### config.mk
export PLATFORM = sky130hd
export DESIGN_NAME = ringosc_meter
export DESIGN_NICKNAME = d
export VERILOG_FILES = /design/src/rtl/ringosc_pkg.sv /design/src/rtl/ringosc_meter_sync_edge_det.sv /design/src/rtl/ringosc_meter.sv
export SDC_FILE = /design/constraint.sdc
export NUM_CORES = 1
export LEC_CHECK = 0
export BUFFER_PORTS_ARGS = -buffer_cell sky130_fd_sc_hd__buf_2
export CAP_MARGIN = 20
export CORE_AREA = 2 2 131 69
export CTS_BUF_LIST = sky130_fd_sc_hd__clkbuf_2
export DETAILED_ROUTE_END_ITERATION = 16
export DIE_AREA = 0 0 133 71
export GPL_ROUTABILITY_DRIVEN = 1
export PLACE_DENSITY_LB_ADDON = 0.08
export REMOVE_ABC_BUFFERS = 1
export SLEW_MARGIN = 20
export SYNTH_ARGS = -nofsm -noshare
export SYNTH_HDL_FRONTEND = slang
export SYNTH_SLANG_ARGS = --single-unit
### constraint.sdc
create_clock -name clk -period 2.6 [get_ports clk]
set_input_delay 0.39 -clock clk [delete_from_list [all_inputs] [get_ports clk]]
set_output_delay 0.39 -clock clk [all_outputs]
set_load 0.01 [all_outputs]
### src/rtl/ringosc_pkg.sv
// Shared types and default constants for the ring-oscillator controller/meter.
package ringosc_pkg;

  // Default build constants; the modules expose them as overridable parameters.
  localparam int DEF_CNT_W      = 16;
  localparam int DEF_SEL_W      = 4;
  localparam int DEF_WARMUP_CYC = 16;

  // Measurement sequencer states.
  typedef enum logic [1:0] {
    ST_IDLE,
    ST_WARMUP,
    ST_MEASURE,
    ST_DONE
  } state_t;

  // Larger of two integers, used to size the shared warm-up/window timer.
  function automatic int max_int(input int a, input int b);
    return (a > b) ? a : b;
  endfunction

endpackage

### src/rtl/ringosc_meter_sync_edge_det.sv
// Multi-stage synchronizer for the free-running oscillator output, followed by
// a rising-edge detector on the synchronized level.
module sync_edge_det #(
  parameter int SYNC_STAGES = 2
) (
  input  logic clk,
  input  logic rst_n,
  input  logic raw,
  output logic rise
);

  logic [SYNC_STAGES-1:0] sync_q;
  logic                   prev_q;

  // Shift the raw level through the synchronizer and keep last cycle's synced value.
  always_ff @(posedge clk or negedge rst_n) begin
    if (!rst_n) begin
      sync_q <= '0;
      prev_q <= 1'b0;
    end else begin
      // NOTE: non-blocking assignments make every stage sample the old value of
      // its neighbour, which is what turns this into a real shift register.
      sync_q <= {sync_q[SYNC_STAGES-2:0], raw};
      prev_q <= sync_q[SYNC_STAGES-1];
    end
  end

  // A 0 -> 1 step of the synchronized level, valid for exactly one clk cycle.
  assign rise = sync_q[SYNC_STAGES-1] & ~prev_q;

endmodule

### src/rtl/ringosc_meter.sv
// Ring-oscillator controller and frequency meter: enables the ring, waits for
// it to settle, counts synchronized rising edges over 2^window_sel clk cycles
// and presents the count with a done pulse.
module ringosc_meter
  import ringosc_pkg::*;
#(
  parameter int CNT_W       = DEF_CNT_W,
  parameter int SEL_W       = DEF_SEL_W,
  parameter int WARMUP_CYC  = DEF_WARMUP_CYC,
  parameter int SYNC_STAGES = 2
) (
  input  logic             clk,
  input  logic             rst_n,
  input  logic             start,
  input  logic             abort,
  input  logic [SEL_W-1:0] window_sel,
  input  logic             osc_in,
  output logic             osc_enable,
  output logic             busy,
  output logic             done,
  output logic             result_valid,
  output logic [CNT_W-1:0] result,
  output logic             overflow
);

  // One down-counter times both the warm-up and the window; it must hold
  // 2^(2^SEL_W - 1) - 1 as well as WARMUP_CYC - 1.
  localparam int             TMR_W     = max_int(2 ** SEL_W, $clog2(WARMUP_CYC) + 1);
  localparam logic [TMR_W-1:0] WARM_LOAD = TMR_W'(WARMUP_CYC - 1);

  state_t           state_q, state_d;
  logic [SEL_W-1:0] sel_q;
  logic [TMR_W-1:0] tmr_q;
  logic [TMR_W-1:0] win_load;
  logic [CNT_W-1:0] cnt_q;
  logic [CNT_W-1:0] cnt_next;
  logic             sat_q;
  logic             rise;
  logic             tmr_zero;
  logic             cnt_full;
  logic             window_end;

  sync_edge_det #(
    .SYNC_STAGES(SYNC_STAGES)
  ) u_sync (
    .clk  (clk),
    .rst_n(rst_n),
    .raw  (osc_in),
    .rise (rise)
  );

  assign tmr_zero   = (tmr_q == '0);
  assign cnt_full   = &cnt_q;
  assign win_load   = (TMR_W'(1) << sel_q) - TMR_W'(1);
  // Count including an edge seen in the final window cycle, saturating at all-ones.
  assign cnt_next   = (rise && !cnt_full) ? cnt_q + CNT_W'(1) : cnt_q;
  // Abort in the last window cycle wins over latching a result.
  assign window_end = (state_q == ST_MEASURE) && tmr_zero && !abort;

  // State register.
  always_ff @(posedge clk or negedge rst_n) begin
    if (!rst_n) state_q <= ST_IDLE;
    else        state_q <= state_d;
  end

  // Next-state logic: start only from IDLE, abort only while busy.
  always_comb begin
    // NOTE: assigning a default before the case keeps every path driven, so no
    // latch is inferred when a branch leaves the state alone.
    state_d = state_q;
    case (state_q)
      ST_IDLE:    if (start) state_d = ST_WARMUP;
      ST_WARMUP:  if (abort) state_d = ST_IDLE;
                  else if (tmr_zero) state_d = ST_MEASURE;
      ST_MEASURE: if (abort) state_d = ST_IDLE;
                  else if (tmr_zero) state_d = ST_DONE;
      ST_DONE:    state_d = ST_IDLE;
      default:    state_d = ST_IDLE;
    endcase
  end

  // Oscillator enable and busy follow the state directly, so reset drops them at once.
  always_comb begin
    osc_enable = 1'b0;
    busy       = 1'b0;
    if (state_q == ST_WARMUP || state_q == ST_MEASURE) begin
      osc_enable = 1'b1;
      busy       = 1'b1;
    end
  end

  // Window latch, warm-up/window timer and saturating edge counter.
  always_ff @(posedge clk or negedge rst_n) begin
    if (!rst_n) begin
      sel_q <= '0;
      tmr_q <= '0;
      cnt_q <= '0;
      sat_q <= 1'b0;
    end else begin
      case (state_q)
        ST_IDLE: begin
          if (start) begin
            sel_q <= window_sel;
            tmr_q <= WARM_LOAD;
            cnt_q <= '0;
            sat_q <= 1'b0;
          end
        end
        ST_WARMUP: begin
          if (abort)         cnt_q <= '0;
          else if (tmr_zero) tmr_q <= win_load;
          else               tmr_q <= tmr_q - TMR_W'(1);
        end
        ST_MEASURE: begin
          if (abort) begin
            cnt_q <= '0;
          end else begin
            if (rise && cnt_full) sat_q <= 1'b1;
            cnt_q <= cnt_next;
            if (!tmr_zero) tmr_q <= tmr_q - TMR_W'(1);
          end
        end
        default: ;
      endcase
    end
  end

  // Published result, flags and the one-cycle done pulse.
  always_ff @(posedge clk or negedge rst_n) begin
    if (!rst_n) begin
      done         <= 1'b0;
      result_valid <= 1'b0;
      result       <= '0;
      overflow     <= 1'b0;
    end else begin
      done <= 1'b0;
      if (state_q == ST_IDLE && start) begin
        result_valid <= 1'b0;
      end else if (window_end) begin
        result       <= cnt_next;
        overflow     <= sat_q | (rise & cnt_full);
        result_valid <= 1'b1;
        done         <= 1'b1;
      end
    end
  end

endmodule
==> results of run 1 <==
==> worst min-delay path by stage <==
stage | startpoint | endpoint | slack [ns] | cells past startpoint
2_1_floorplan | rst_n | cnt_q[0]$_DFFE_PN0P_ | 0.09 | 0
3_3_place_gp | u_sync.sync_q[0]$_DFF_PN0_ | u_sync.sync_q[1]$_DFF_PN0_ | 0.33 | 0
4_1_cts | window_sel[0] | sel_q[0]$_DFFE_PN0P_ | 0.06 | 2
3_5_place_dp | u_sync.sync_q[0]$_DFF_PN0_ | u_sync.sync_q[1]$_DFF_PN0_ | 0.33 | 0
6_report | window_sel[0] | sel_q[0]$_DFFE_PN0P_ | 0.1 | 2
5_1_grt | window_sel[3] | sel_q[3]$_DFFE_PN0P_ | 0.07 | 2
==> final cells by class <==
cell class	instances	area [sq um]	share of cell area, %
clock buffer	10	50.0	1.21
clock inverter	6	77.6	1.87
inverter	11	41.3	0.998
multi-input combinational	318	1960	47.4
sequential	61	1530	36.9
tap	117	146	3.54
timing repair buffer	52	335	8.10
==> timing repair <==
action	in CTS	in global routing
hold endpoints to repair	30	0
buffers inserted	0	1
endpoints found under the setup margin	0	3
gates resized for setup	0	2
hold buffers	2	0
==> synth_stat cells, types with 2 or more instances <==
library cell / number
and4_1: 3
nor4_1: 6
nand3b_1: 4
o31ai_1: 8
mux2_2: 4
o211ai_1: 3
or2_2: 2
dfrtp_1: 61
nor4b_1: 3
a31oi_1: 11
or2_1: 2
o22ai_1: 2
a21oi_1: 22
buf_2: 4
xnor2_1: 6
and3_1: 8
o21ai_1: 4
o221ai_1: 2
or3_1: 5
nand3_1: 13
inv_1: 11
clkbuf_1: 18
nand4_1: 2
a22o_1: 5
o2bb2ai_1: 2
xor2_1: 7
buf_4: 2
nor2b_1: 3
ha_1: 8
mux2i_1: 2
or4_1: 2
o21ai_0: 51
nor3b_1: 5
nor3_1: 9
and2_1: 2
nor2_1: 24
or3_4: 4
nand2_1: 60
==> flip-flops by register name (all words and copies together) (netlist names), 2 cells and up <==
signal	cells
result	16
tmr_q	16
state_q	2
sel_q	4
cnt_q	16
u_sync.sync_q	2
==> power by group through the flow <==
stage                     Clock, mW  Sequential, mW  Combinational (mW)
final                         0.681            1.25                1.47
after detailed placement          0            1.26                1.41
after CTS                     0.700            1.24                1.43
after floorplan                   0            1.21               0.897
after global routing          0.744            1.28                1.62
after global placement            0            1.26                1.43
==> kinds of logic (layout without fill, tap and decap cells) <==
family                   Yosys count  after routing
multiplexers                       6              6
adder cells (fa/ha/maj)            8              8
buffers and inverters             37             79
AO/OA/AOI/OAI                    123            123
XOR/XNOR                          13             13
AND/OR/NAND/NOR                  168            168
flip-flops                        61             61
==> per-layer routing <==
layer  global-route usage [%]  vias up  wire (um)
met5                        0        -          0
met2                     27.4      113       3520
met1                     39.0     1570       5590
met4                     4.42        0         69
met3                     8.82        9        961
li1                         -     1587          -
==> stage by stage <==
step | util (%) | instances
after floorplan | - | 390
after global placement | 47.4 | 556
after detailed placement | 47.4 | 556
after CTS | 49.2 | 574
after global routing | 49.4 | 575
final | 49.4 | 575
==> worst register-to-register path: cells and delay by family, from the launching register on <==
kind | cells | cell delay, ns
DFF | 1 | 0.50
AOI/OAI and AO/OA | 3 | 0.96
and+or+nand+nor | 2 | 0.91
==> reports/metrics.sh, run 1 <==
OUTCOME='finished clean'
SETUP_SLACK_NS=0.150
HOLDWS_NS=0.0978
YOSYS_WARNINGS=0
NUMBER_OF_I_O_PINS=30
FIRST_GLOBAL_VIAS=3027
GRT_MAX_DEGREE=32
MAX-SLEW-MARGIN-REL_PCT=50.1
REPORT.POWER.TOTAL_mW=3.41
LEAKAGE_DISSIPATION_nW=1.85
SETUP_VIOL=0
DETAILEDROUTE.FIRSTITERATIONVIOLATIONS=299
FLOORPLAN.INITIALDENSITY_PCT=43.3
PLACEMENTROWS=24
ROUTED_WIRELENGTH_UM=10100
ASYNC_RESET_FF_SHARE_PCT=100
REPORT.FINAL.HOLD_VIOL_COUNT=0
CRIT_SLOWEST_CELL='o21ai_1'
VIAS=3279
POST-SYNTH-TOP-AREA-CELL='dfrtp_1'
CTS_SINK_COUNT=61
INTPOWER_mW=1.95
MOSTFREQUENTLAYOUTCELL='dfrtp_1'
POST_SYNTH_AND_OR_NAND_NOR_AREA_FRACTION_PCT=25.5
ANTENNA-DIODE-COUNT=0
WORST_SETUP_PATH_STARTPOINT='tmr_q[14]$_DFFE_PN0P_'
CTS_HTREE_LEVELS=3
POST_SYNTH_XOR_AREA_FRACTION_PCT=3.14
SYNTH.AREA.TOP_CELLS='dfrtp_1 (42%), o21ai_0 (7.0%), nand2_1 (6.2%), a21oi_1 (3.0%), ha_1 (2.8%)'
SYNTH_AREA_SQ_UM=3630
POST_SYNTH_MUX_AREA_SHARE_PCT=1.79
COMB_POWER_SHARE_PCT=43.2
DIE_W_UM=133
CTS_TREE='done'
SYNTH.YOSYS.SEQ_AREA_SHARE_PCT=42.1
DRC=0
CLOCK_LATENCY_NS=0.51
WORST_R2R_PATH_DEPTH=5
TRITONCTS.NUM_BUFFERS=9
CELL_COUNT_AFTER_SYNTHESIS=416
TOP_REG_CELL_SYNTH='dfrtp_1'
SYNTH_CELL_TYPES=64
MIN_PATH_TYPE='in2reg'
GR-USAGE-ALL-LAYERS_PCT=23.5
POST-ROUTE-PERIOD-UTIL_PCT=94.2
CRITICAL_PATH.MAX_FANOUT=7
NETLIST.AREA_LEADER.SHARE_PCT=42.1
SYN-MEAN-INSTANCE-AREA_SQ_UM=8.73
LAYOUT_COMMON_CELLS='dfrtp_1 (61), nand2_1 (60), o21ai_0 (51)'
FINALMAXSLEWVIOLATIONS=0
SYNTH-COMPOUND-AREA-SHARE_PCT=20.5
SETUP.WORST_PATH.END='tmr_q[14]$_DFFE_PN0P_'
CLK_TRANSITION_REPORTED_PATHS_NS=0.17
RSZ0062_AT_GRT='false'
MAX_CLOCK_FREQ_MHz=408
POST_DRT_WL_PER_CELL_UM=17.6
WORSTREG2REGSTART='tmr_q[14]$_DFFE_PN0P_'
DETAILEDPLACEMENTHPWL_UM=7530
CPPEAKSTAGEDELAY_NS=0.64
CRIT-REG2REG-CAPTURE='tmr_q[14]$_DFFE_PN0P_'
PATH_DELAY_FAMILY='compound AO/OA/AOI/OAI gates'
NUMBER_OF_ANTENNA_VIOLATIONS_AT_THE_FIRST_CHECK_IN_GLOBAL_ROUTING=0
PATH_BUF_INV=0
SEQ_POWER_SHARE_PCT=36.8
CLKPWRFRAC_PCT=20.0
OVERFLOW=0
CRITICALPATHCATEGORY='reg2reg'
CRITPATHARRIVALTIME_NS=2.87
POST_DP_CELL_AREA_SQ_UM=3970
DRT_FIRST_PASS_ITERS=5
GRT_PASS1_WL_UM=16800
TIMING.CLOCK.SKEW_NS=0.0199
POST_ROUTE_CELLS_DRIVE_ABOVE_1_SHARE_PCT=18.3
MAX_CAP_VIOL_COUNT=0
LAYOUT_MIN_CYCLE_TIME_NS=2.45
POWER.SWITCHING_FRACTION_PCT=42.8
TOTAL_SWITCHING_POWER_mW=1.46
SYNTH_TOP_FAMILY_BY_AREA='simple AND/OR/NAND/NOR gates'
ANT_NETS=0
PLACEABLECOREAREA_SQ_UM=8380
VDD_IR_DROP_MAX_uV=434
TIMING.CRITICAL_PATH.TO_TYPE='register'
FINAL_DESIGN_AREA_NO_FILL_SQ_UM=4140
BUFFER_DEPTH_OF_THE_LONGEST_CLOCK_PATH=2
WORST-R2R-SETUP-SLACK_NS=0.15
DIE_HEIGHT_UM=71
DIE_AREA_SQ_UM=9440
PORTBUFFERS=29
YS_SEQ_ELEMENTS=61
DP_WORST_SETUP_SLACK_NS=0.0978
GP_CONGESTION=0.932
NUM-NETS-FINAL=470
AREA_GROWTH_PCT=14.0
WORSTSETUPSTARTPOINTTYPE='register'
NFILLCELLS=830
ARITHMETIC_CELL_SHARE_OF_THE_SYNTHESIZED_AREA_COUNTING_FULL_ADDERS_HALF_ADDERS_AND_MAJORITY_GATES_PCT=2.76
CLOCK-ROOT-BUFFER='clkbuf_2'
CP_DATA_REQUIRED_TIME_NS=3.02
SETUP_TNS_NS=0
WORSTMARGINPINSLEW_NS=0.749
TIMING.CRITICAL_PATH.CELLS='nor4_1 > nand4_1 > o21ai_1 > o21ai_0 > o31ai_1'
CP_NUM_CELLS=5
SYNTH_EDF_COUNT=0
ROUTED_VIAS_INST=5.70
POWER_DENSITY_nW_PER_UM2=824
Power figures use the tool's default switching activity.
==> run 2: changes to the inputs <==
PLACE_DENSITY = 0.69   (was default)
PLACE_DENSITY_LB_ADDON = default   (was 0.08)
==> reports/metrics.sh, run 2 (synthesis results as in run 1) <==
TIMING.CLOCK.SKEW_NS=0.0248  # +0.00483 ns
DIE_HEIGHT_UM=71  # unchanged
VDD_IR_DROP_MAX_uV=580  # +34%
GR-MAX-USAGE-LAYER='met1'
POWER_DENSITY_nW_PER_UM2=773  # -6.1%
CLK_TRANSITION_REPORTED_PATHS_NS=0.17  # about the same
CPPEAKSTAGEDELAY_NS=0.45  # -0.19 ns
LAYOUT_MIN_CYCLE_TIME_NS=2.50  # +0.0518 ns
WORSTSETUPSTARTPOINTTYPE='register'
REPORT.POWER.TOTAL_mW=3.15  # -7.7%
CP_DATA_REQUIRED_TIME_NS=3.03  # about the same
REG.LARGEST.LIST='cnt_q (16), result (16), tmr_q (16)'
POST_ROUTE_CELLS_DRIVE_ABOVE_1_SHARE_PCT=18.0  # -0.32 points
MET3_USAGE_PCT=7.74  # -1.1 points
TIMING.CRITICAL_PATH.TO_TYPE='register'
POST-ROUTE-PERIOD-UTIL_PCT=96.2  # +2.0 points
NUM-NETS-FINAL=468  # -0.43%
ANTENNA-DIODE-COUNT=0  # unchanged
GR-USAGE-ALL-LAYERS_PCT=22.3  # -1.2 points
ROUTED_VIAS_INST=5.84  # +2.4%
DIE_W_UM=133  # unchanged
PORTBUFFERS=29  # unchanged
DRC=0  # unchanged
NUMBER_OF_ANTENNA_VIOLATIONS_AT_THE_FIRST_CHECK_IN_GLOBAL_ROUTING=0  # unchanged
LEAKAGE_DISSIPATION_nW=1.81  # -2.2%
FINAL_DESIGN_AREA_NO_FILL_SQ_UM=4070  # -1.7%
MAX-SLEW-MARGIN-REL_PCT=52.5  # +2.4 points
POST_DRT_WL_PER_CELL_UM=17.3  # -1.7%
OUTCOME='finished clean'
MAX_CAP_VIOL_COUNT=0  # unchanged
DIE_AREA_SQ_UM=9440  # unchanged
TIMING.CRITICAL_PATH.CELLS='inv_1 > ha_1 > nor4b_1 > nor4b_4 > and3_1 > nand2_1 > or3_4 > o211ai_1'
PLACEABLECOREAREA_SQ_UM=8380  # unchanged
TRITONCTS.NUM_BUFFERS=9  # unchanged
CTS_HTREE_LEVELS=3  # unchanged
MAX_CLOCK_FREQ_MHz=400  # -2.1%
GRT_PASS1_WL_UM=16100  # -4.6%
CLOCK-ROOT-BUFFER='clkbuf_2'
DRT_FIRST_PASS_ITERS=5  # unchanged
MIN_PATH_TYPE='in2reg'
FIRST_GLOBAL_VIAS=3010  # -0.56%
BUFFER_DEPTH_OF_THE_LONGEST_CLOCK_PATH=2  # unchanged
GRT_USE_MET1_PCT=35.9  # -3.0 points
SETUP_TNS_NS=0  # unchanged
VIAS=3339  # +1.8%
ANT_NETS=0  # unchanged
ROUTED_WIRELENGTH_UM=9920  # -2.2%
NUMBER_OF_I_O_PINS=30  # unchanged
GP_CONGESTION=0.968  # +3.9%
POST-PLACE-CELLS=554  # -0.36%
CRITPATHARRIVALTIME_NS=2.93  # +0.06 ns
DETAILEDROUTE.FIRSTITERATIONVIOLATIONS=411  # +37%
CLOCK_LATENCY_NS=0.50  # about the same
GRT_MAX_DEGREE=34  # +6.3%
CRIT_SLOWEST_CELL='dfrtp_1'
CTS_SINK_COUNT=61  # unchanged
MOSTFREQUENTLAYOUTCELL='dfrtp_1'
AREA_GROWTH_PCT=12.1
LAYOUT_COMMON_CELLS='dfrtp_1 (61), nand2_1 (60), o21ai_0 (51)'
REPORT.FINAL.HOLD_VIOL_COUNT=0  # unchanged
DETAILEDPLACEMENTHPWL_UM=7420  # -1.5%
FLOORPLAN.INITIALDENSITY_PCT=43.3  # unchanged
PLACEMENTROWS=24  # unchanged
CTS_TREE='done'
RSZ0062_AT_GRT='true'
POST_DP_CELL_AREA_SQ_UM=3960  # -0.38%
SETUP_VIOL=0  # unchanged
CRITICAL_PATH.MAX_FANOUT=4  # -3
FINALMAXSLEWVIOLATIONS=0  # unchanged
WORSTMARGINPINSLEW_NS=0.713  # -0.0364 ns
CRITICALPATHCATEGORY='reg2reg'
OVERFLOW=0  # unchanged
LAYOUTNONFILLERINSTCOUNT=572  # -0.52%
GRT.MET2_USAGE_PCT=27.0  # -0.40 points
-- run 2: cell count changes in the layout (fill, tap and decap cells not counted), sizes merged --
cell	delta
buf	-2
bufinv	-2
clkbuf	-1
clkinvlp	+1
clkinv	+1
-- run 2: worst paths after layout --
path | cells after the start | slack [ns] | end | from
setup / recovery | 8 | 0.1 | tmr_q[11]$_DFFE_PN0P_ | tmr_q[0]$_DFFE_PN0P_
hold / removal | 2 | 0.13 | sel_q[3]$_DFFE_PN0P_ | window_sel[3]
setup reg to reg | 8 | 0.1 | tmr_q[11]$_DFFE_PN0P_ | tmr_q[0]$_DFFE_PN0P_
hold reg to reg | 0 | 0.37 | u_sync.sync_q[1]$_DFF_PN0_ | u_sync.sync_q[0]$_DFF_PN0_
max in group asynchronous | 3 | 1.50 | state_q[1]$_DFFE_PN0P_ | rst_n
min in group asynchronous | 2 | 0.46 | cnt_q[4]$_DFFE_PN0P_ | rst_n
-- run 2: report_power, final --
group	switching [mW]	leakage (nW)	internal, mW	total [mW]
combinational	0.893	0.930	0.562	1.45
sequential	0.180	0.823	1.05	1.23
clock	0.346	0.0547	0.111	0.456
total	1.42	1.81	1.73	3.15
-- run 2: per-stage QoR --
step / utilization [%] / hold WS, ns / setup WS, ns
finish: 48.6 / 0.130 / 0.0978
global route: 48.6 / 0.0757 / -0.00639
CTS: 48.4 / 0.0889 / 0.120
detailed placement: 47.2 / 0.339 / 0.131
global placement: 47.2 / 0.335 / 0.237
floorplan: - / 0.0944 / 0.305
-- run 2: cell type report --
cell class,count,area [sq um]
well taps,117,146
repair buffers,50,320
flip-flops and latches,61,1530
multi-input cells,318,1960
clock buffers,9,45.0
inverters,11,41.3
clock inverters,6,31.3
fillers,818,4310
-- run 2: critical path: cells and delay by family, from the launching register on --
family / cells / cell delay, ns
buffers and inverters: 1 / 0.12
adder cells (fa/ha/maj): 1 / 0.17
flip-flops: 1 / 0.45
AND/OR/NAND/NOR: 5 / 1.54
AO/OA/AOI/OAI: 1 / 0.16
-- run 2: metal layers --
layer | share of wire, % | wire length [um] | up-vias
li1 | - | - | 1595
met1 | 53 | 5230 | 1602
met3 | 11 | 1040 | 10
met5 | 0 | 0 | -
met2 | 36 | 3560 | 132
met4 | 0.89 | 88 | 0
-- run 2: what timing repair did --
item / 4_1_cts / 5_1_grt
hold endpoints to repair: 29 / 0
gates resized for setup: 0 / 2
endpoints found under the setup margin: 0 / 3
hold buffers: 2 / 0
buffers inserted: 0 / 1
